$ cat src/rtl/exp_pkg.sv
// Shared definitions for the exponent pipeline: result width, frame depth
// and the result collector's state encoding.
package exp_pkg;

    localparam int EXP_DATA_W      = 16;
    localparam int EXP_FRAME_DEPTH = 8;

    typedef enum logic [0:0] {
        COLLECT = 1'b0,
        DRAIN   = 1'b1
    } collector_state_e;

endpackage

$ cat src/rtl/exp_result_collector.sv
// Collects one frame of exponent results, accumulates the softmax denominator
// and then replays the frame in arrival order over a valid/ready port.
module exp_result_collector
    import exp_pkg::*;
#(
    parameter int  DATA_W = EXP_DATA_W,
    parameter int  DEPTH  = EXP_FRAME_DEPTH,
    localparam int PTR_W  = $clog2(DEPTH),
    localparam int CNT_W  = PTR_W + 1,
    localparam int SUM_W  = DATA_W + PTR_W
) (
    input  logic              clk,
    input  logic              reset,
    input  logic              clear,
    input  logic              exp_valid,
    input  logic [DATA_W-1:0] exp_data,
    output logic              in_ready,
    output logic              rd_valid,
    output logic [DATA_W-1:0] rd_data,
    input  logic              rd_ready,
    output logic [SUM_W-1:0]  sum,
    output logic              sum_valid,
    output logic              frame_done,
    output logic [CNT_W-1:0]  count,
    output logic              overflow_err
);

    collector_state_e  state_r;
    logic [PTR_W-1:0]  wr_ptr_r;
    logic [PTR_W-1:0]  rd_ptr_r;
    logic [CNT_W-1:0]  count_r;
    logic [SUM_W-1:0]  sum_r;
    logic              sum_valid_r;
    logic              frame_done_r;
    logic              overflow_err_r;
    logic [DATA_W-1:0] mem_r [DEPTH];

    logic accept_s;
    logic xfer_s;

    assign accept_s = exp_valid & (state_r == COLLECT);
    assign xfer_s   = rd_ready  & (state_r == DRAIN);

    assign in_ready     = (state_r == COLLECT);
    assign rd_valid     = (state_r == DRAIN);
    assign rd_data      = rd_valid ? mem_r[rd_ptr_r] : {DATA_W{1'b0}};
    assign sum          = sum_r;
    assign sum_valid    = sum_valid_r;
    assign frame_done   = frame_done_r;
    assign count        = count_r;
    assign overflow_err = overflow_err_r;

    // Frame storage; contents are meaningless until written, so no reset.
    always_ff @(posedge clk) begin
        if (accept_s && !clear) begin
            mem_r[wr_ptr_r] <= exp_data;
        end
    end

    // Collect/drain sequencing, pointers, running sum and status flags.
    always_ff @(posedge clk or negedge reset) begin
        if (!reset) begin
            state_r        <= COLLECT;
            wr_ptr_r       <= {PTR_W{1'b0}};
            rd_ptr_r       <= {PTR_W{1'b0}};
            count_r        <= {CNT_W{1'b0}};
            sum_r          <= {SUM_W{1'b0}};
            sum_valid_r    <= 1'b0;
            frame_done_r   <= 1'b0;
            overflow_err_r <= 1'b0;
        end else if (clear) begin
            state_r        <= COLLECT;
            wr_ptr_r       <= {PTR_W{1'b0}};
            rd_ptr_r       <= {PTR_W{1'b0}};
            count_r        <= {CNT_W{1'b0}};
            sum_r          <= {SUM_W{1'b0}};
            sum_valid_r    <= 1'b0;
            frame_done_r   <= 1'b0;
            overflow_err_r <= 1'b0;
        end else begin
            frame_done_r <= 1'b0;
            // A result offered while draining is lost; flag it until cleared.
            if (exp_valid && (state_r != COLLECT)) begin
                overflow_err_r <= 1'b1;
            end
            case (state_r)
                COLLECT: begin
                    if (accept_s) begin
                        wr_ptr_r <= wr_ptr_r + PTR_W'(1);
                        count_r  <= count_r + CNT_W'(1);
                        sum_r    <= sum_r + SUM_W'(exp_data);
                        if (count_r == CNT_W'(DEPTH - 1)) begin
                            state_r      <= DRAIN;
                            sum_valid_r  <= 1'b1;
                            frame_done_r <= 1'b1;
                        end
                    end
                end
                DRAIN: begin
                    if (xfer_s) begin
                        rd_ptr_r <= rd_ptr_r + PTR_W'(1);
                        count_r  <= count_r - CNT_W'(1);
                        if (count_r == CNT_W'(1)) begin
                            state_r     <= COLLECT;
                            wr_ptr_r    <= {PTR_W{1'b0}};
                            rd_ptr_r    <= {PTR_W{1'b0}};
                            sum_r       <= {SUM_W{1'b0}};
                            sum_valid_r <= 1'b0;
                        end
                    end
                end
                default: begin
                    state_r <= COLLECT;
                end
            endcase
        end
    end

endmodule

$ cat config.mk
export PLATFORM = sky130hd
export DESIGN_NAME = exp_result_collector
export DESIGN_NICKNAME = d
export VERILOG_FILES = /design/src/rtl/exp_pkg.sv /design/src/rtl/exp_result_collector.sv
export SDC_FILE = /design/constraint.sdc
export NUM_CORES = 1
export LEC_CHECK = 0
export CAP_MARGIN = 0
export CORE_MARGIN = 3
export CORE_UTILIZATION = 62
export DETAILED_ROUTE_END_ITERATION = 10
export PLACE_DENSITY = 0.95
export SLEW_MARGIN = 10
export SYNTH_ARGS = -nofsm -noshare
export SYNTH_HDL_FRONTEND = slang
export SYNTH_SLANG_ARGS = --single-unit
$ cat constraint.sdc
create_clock -name clk -period 4.9 [get_ports clk]
set_input_delay 0.49 -clock clk [delete_from_list [all_inputs] [get_ports clk]]
set_output_delay 0.49 -clock clk [all_outputs]
set_load 0.01 [all_outputs]
=== Word-level counts from Yosys, hierarchy flattened ===
Memories as Yosys holds them, arrays and structs flattened.
Index checks and enable logic that the tools add are counted.

* Register bits: 33
* Bits in writable memories: 128
* Input bits: 21
* Output and inout port bits: 44
* Memories kept: 1

* Add/sub/neg operators: 5
* Equality and inequality tests: 6
* Mux-type cells: 37
* Bitwise gates (word level): 3
* Reduce and logical (&&, ||, !) cells: 10

{| class="wikitable"
|+ Memory list
! memory !! words !! width !! rd ports !! clocked after Yosys merged registers in !! write ports !! RTL line !! source
|-
| mem_r || 8 || 16 || 1 || 0 || 1 || exp_result_collector.sv:36 || <nowiki>logic [DATA_W-1:0] mem_r [DEPTH];</nowiki>
|}

{| class="wikitable"
|+ Operator list
! kind !! number
|-
| $mux 19 || 4
|-
| $pmux 19 s2 || 1
|-
| $mux 3 || 8
|-
| $add 19x16->19 || 1
|-
| $mux 1 || 16
|-
| $mux 16 || 1
|-
| $mux 4 || 3
|-
| $ne 3x2->1 const B || 4
|-
| $pmux 4 s2 || 1
|-
| $add 3x1->3 const B || 2
|-
| $pmux 3 s2 || 1
|-
| $reduce_bool 2->1 || 3
|-
| $add 4x1->4 const B || 1
|-
| $eq 4x1->1 const B || 1
|-
| $eq 4x3->1 const B || 1
|-
| $pmux 1 s2 || 2
|-
| $reduce_and 2->1 || 2
|-
| $reduce_and 4->1 || 1
|-
| $sub 4x1->4 const B || 1
|-
| $reduce_and 3->1 || 1
|-
| $and 1x1->1 || 2
|-
| $logic_and 1x1->1 || 2
|-
| $logic_not 1->1 || 1
|-
| $not 1->1 || 1
|}

=== Longest topological paths before layout ===
* Word-level depth: 5
* Mapped depth: 7
* Depth with buffers taken out: 7

=== Worst setup path before layout ===
No wires, ideal clock.

* Kind: register to register
* Start point: register state_r, in the netlist rd_valid
* End point: memory mem_r[2][0] (netlist name), enable pin
* Data arrival time: 2.863 ns
* Data required time: 4.464 ns
* Path slack: 1.601 ns
* Stages on the path, launching flop included: 6
* Path buffers: 2
* Period minus slack after synthesis: 3.299 ns
* Cell sequence: dfrtp_1 -> clkbuf_2 -> nor2_1 -> nand2_1 -> clkbuf_1 -> nor4b_1

* Longest elaborated chain between the ends: 5

{| class="wikitable"
|+ RTL lines
! item !! RTL line !! source
|-
| from (decl) || exp_result_collector.sv:28 || <nowiki>collector_state_e state_r;</nowiki>
|-
| from (signal assigned) || exp_result_collector.sv:63 || <nowiki>state_r <= COLLECT;</nowiki>
|-
| from (signal assigned) || exp_result_collector.sv:72 || <nowiki>state_r <= COLLECT;</nowiki>
|-
| from (signal assigned) || exp_result_collector.sv:93 || <nowiki>state_r <= DRAIN;</nowiki>
|-
| $not 1->1 || n/a ||
|-
| $and 1x1->1 || exp_result_collector.sv:41 || <nowiki>assign accept_s = exp_valid & (state_r == COLLECT);</nowiki>
|-
| $logic_and 1x1->1 || exp_result_collector.sv:55 || <nowiki>if (accept_s && !clear) begin</nowiki>
|-
| $mux 1 || exp_result_collector.sv:55 ||
|-
| $mux 1 (not written as such) || exp_result_collector.sv:56 || <nowiki>mem_r[wr_ptr_r] <= exp_data;</nowiki>
|-
| to (decl) || exp_result_collector.sv:36 ||
|}

Every way passes these cells.

=== Final worst setup path ===
* Start point: register rd_ptr_r[0]
* End point: output port rd_data[2]

* Longest elaborated chain between the ends: 2

{| class="wikitable"
|+ RTL lines
! item !! RTL line !! source
|-
| from (decl) || exp_result_collector.sv:30 || <nowiki>logic [PTR_W-1:0] rd_ptr_r;</nowiki>
|-
| from (signal assigned) || exp_result_collector.sv:65 || <nowiki>rd_ptr_r <= {PTR_W{1'b0}};</nowiki>
|-
| from (signal assigned) || exp_result_collector.sv:74 || <nowiki>rd_ptr_r <= {PTR_W{1'b0}};</nowiki>
|-
| from (signal assigned) || exp_result_collector.sv:101 || <nowiki>rd_ptr_r <= rd_ptr_r + PTR_W'(1);</nowiki>
|-
| $mem_v2 8x16 || n/a ||
|-
| $mux 16 || exp_result_collector.sv:46 || <nowiki>assign rd_data = rd_valid ? mem_r[rd_ptr_r] : {DATA_W{1'b0}};</nowiki>
|-
| to (decl) || exp_result_collector.sv:19 || <nowiki>output logic [DATA_W-1:0] rd_data,</nowiki>
|}

Every way passes these cells.

==> impl_metrics.csv <==
group,metric,value,unit
run_status,status,"completed",
logic_synthesis,ys_seq_area_share,64.5,%
placed_design,io_buffer_count,64,
die,die_w,114,µm
worst_setup_path,worstPathRequired,4.41,ns
grt,grt-ovfl-total,0,
logic_synthesis,synthCells,484,
sta,hold_viol,0,
sta,setup-violations-final,0,
placed_design,globalplace.congestion,0.917,
clocking,path_clk_slew,0.06,ns
grt,grt_pass1_wl,25.9,mm
logic_synthesis,synthesis.area,0.00724,mm²
logic_synthesis,synth-edff-count,128,
worst_setup_path,end_kind,"primary output",
die,core_area,0.0111,mm²
die,top_level_ports,65,
pwr,p_total,3.23,mW
clocking,post_cts_buffers,0,
placed_design,hpwl,9.88,mm
die,die_y,114,µm
sta,fin_crit,3.43,ns
clocking,cts_made_buffers,17,
drt,first_pass_iters,5,
pwr,p_leak,2.95,nW
placed_design,pre_cts_ws,1.54,ns
worst_setup_path,path_class,"reg -> out",
drt,avgViaCountPerCell,6.64,
drt,drt-wirelength-per-cell,23.0,µm
finish,final_area,0.00864,mm²
logic_synthesis,yosysWarnings,0,
grt,grtUsageMet3,5.39,%
worst_setup_path,max_stage_delay,1.10,ns
sta,worst_slack,1.47,ns
sta,max_slew_margin,18.0,%
drt,drt_iter0_drc,471,
clocking,h-tree-depth,4,
grt,track_usage,26.5,%
clocking,cts_tree,"yes",
clocking,postCtsResizedCells,0,
logic_synthesis,netlist-cell-type-count,56,
finish,nets,598,
clocking,cts_root_buf,"clkbuf_16",
clocking,cts_buffer_depth,2,
logic_synthesis,synth-seq-cells,161,
logic_synthesis,synth-main-ff-cell,"edfxtp_1",
logic_synthesis,avgSynthCellArea,15.0,µm²
worst_setup_path,cpMaxStageDelayCell,"dfrtp_2",
drt,ant_nets,0,
placed_design,dpl_cell_area,0.00809,mm²
grt,grt_max_degree,34,
sta,skew,0.00642,ns
pwr,vdd_drop_max,0.260,mV
worst_setup_path,startpoint_type,"flop",
finish,antenna_cells,0,
sta,setup-tns-final,0,ns
worst_setup_path,cp_max_fo,33,
grt,grt_pass1_vias,4821,
sta,drv_slew,0,
die,rows,38,
grt,grt-busiest-layer,"met2",
sta,grt_setup_unrepaired,"no",
drt,drc,0,
drt,wl,16.3,mm
finish,drive_gt1_share,15.3,%
die,die_area,0.0130,mm²
clocking,hold_buffers,0,
grt,grt_use_met1,34.5,%
sta,fin_crit_sh,70.0,%
die,start_util,65.1,%
sta,max_clock_freq,291,MHz
worst_setup_path,path_cells,"buf_4 > mux4_2 > mux2i_1 > nor2_1 > clkdlybuf4s50_1",
logic_synthesis,synthesis.nets,527,
worst_hold_path,hp-class,"in -> async",
pwr,power_density,374,mW/mm²
drt,vias,4698,
grt,antenna_found_initial,0,
finish,area_growth,19.2,%
clocking,clock_latency,0.41,ns
sta,worst_pin_slew,1.23,ns
flow_run,drv_cap,0,
worst_setup_path,arrival,2.94,ns
clocking,clock_sinks,161,
grt,grt_util_met2,44.1,%
logic_synthesis,async_flop_share,20.5,%
## final timing paths
kind                               endpoint   startpoint  cells after the start  slack (ns)
worst max-delay path             rd_data[2]  rd_ptr_r[0]                      5        1.47
worst min-delay path               count[1]        reset                      2        0.49
worst max register to register      sum[12]       sum[0]                      7        2.17
worst min register to register    sum_valid    sum_valid                      1        0.50
max in group asynchronous       rd_ptr_r[0]        reset                      2        4.06
min in group clk                  sum_valid    sum_valid                      1        0.50
## cell usage in the layout, fill, tap and decap left out, types with 3 or more instances in the layout
cell             count
nor2_1              32
o21ai_0             34
nor3_1               5
nand2_1             35
o21bai_1             3
xor2_1               7
a21o_1               3
nand4_1              5
clkdlybuf4s50_1     64
a211oi_1             6
mux2i_1             18
edfxtp_1           128
nor3b_1              6
ha_1                21
xnor2_1              4
nand2b_1             3
nand3_1              7
inv_1                5
clkinvlp_4           3
nor2b_1              3
dfrtp_1             32
a22o_1               3
mux4_2              32
a21oi_1             23
clkinv_4             4
buf_4               14
clkbuf_16           17
clkinv_1             3
o211ai_1             4
## cells in the mapped netlist, types with 2 or more instances
library cell	number	area share, %
a21o_1	3	0.31
a22o_1	3	0.36
nor2_1	32	1.7
xor2_1	7	0.85
xnor2_1	4	0.48
clkbuf_1	13	0.67
mux2i_1	18	2.5
nand2b_1	3	0.26
nor2b_1	3	0.26
nand4_1	5	0.43
nand2_1	35	1.8
mux4_2	32	9.9
nand3_1	7	0.48
dfrtp_1	33	11
o21bai_1	3	0.31
a2111oi_0	2	0.24
a221oi_1	2	0.24
edfxtp_1	128	53
inv_1	5	0.26
nor3b_1	8	0.83
nor4b_1	2	0.24
a31oi_1	2	0.17
a211o_1	2	0.24
nor3_1	7	0.48
o21ai_1	2	0.14
o211ai_1	4	0.41
ha_1	21	3.6
a211oi_1	6	0.62
a21oi_1	23	1.6
buf_2	10	0.69
o21ai_0	34	2.3
## where the power goes
| part | total [mW] | internal, mW | switching (mW) |
|---|---|---|---|
| Clock | 1.21 | 0.697 | 0.512 |
| Combinational | 0.453 | 0.192 | 0.261 |
| Sequential | 1.57 | 1.52 | 0.0451 |
| Total | 3.23 | 2.41 | 0.819 |
## area by class of cell
class / count / area (µm²)
Sequential cell: 161 / 4670
Tap cell: 140 / 175
Timing Repair Buffer: 78 / 746
Fill cell: 629 / 2490
Clock buffer: 19 / 433
Multi-Input combinational cell: 291 / 2480
Inverter: 6 / 22.5
Clock inverter: 13 / 114
## flip-flops by register name (all words and copies together), names as in the netlist
| signal | flops |
|---|---|
| count | 4 |
| frame_done | 1 |
| mem_r | 128 |
| overflow_err | 1 |
| rd_ptr_r | 3 |
| rd_valid | 1 |
| sum | 19 |
| sum_valid | 1 |
| wr_ptr_r | 3 |
## critical path, delay by kind of cell, from the launching register on
kind | cells | cell delay [ns]
and+or+nand+nor | 1 | 0.06
buffers and inverters | 2 | 0.74
DFF | 1 | 1.10
muxes | 2 | 0.61
## layer usage
layer,up-vias,wire length [µm]
li1,2039,-
met1,2327,6340
met2,274,8110
met3,58,1240
met4,0,591
met5,-,0
## cells by family after synthesis
kind of cell / share of synthesized area, %
adder cells (fa/ha/maj): 3.90
AND/OR/NAND/NOR: 6.89
multiplexers: 12.6
flip-flops: 64.5
buffers and inverters: 1.90
XOR/XNOR: 1.33
AO/OA/AOI/OAI: 8.93
## through the flow
step                hold WS, ns  util (%)  instances
floorplan                 0.194         -        484
global placement          0.475      72.7        676
detailed placement        0.477      72.7        676
CTS                       0.499      77.6        708
global route              0.525      77.6        708
finish                    0.494      77.6        708
(Power assumes the default switching activity.)
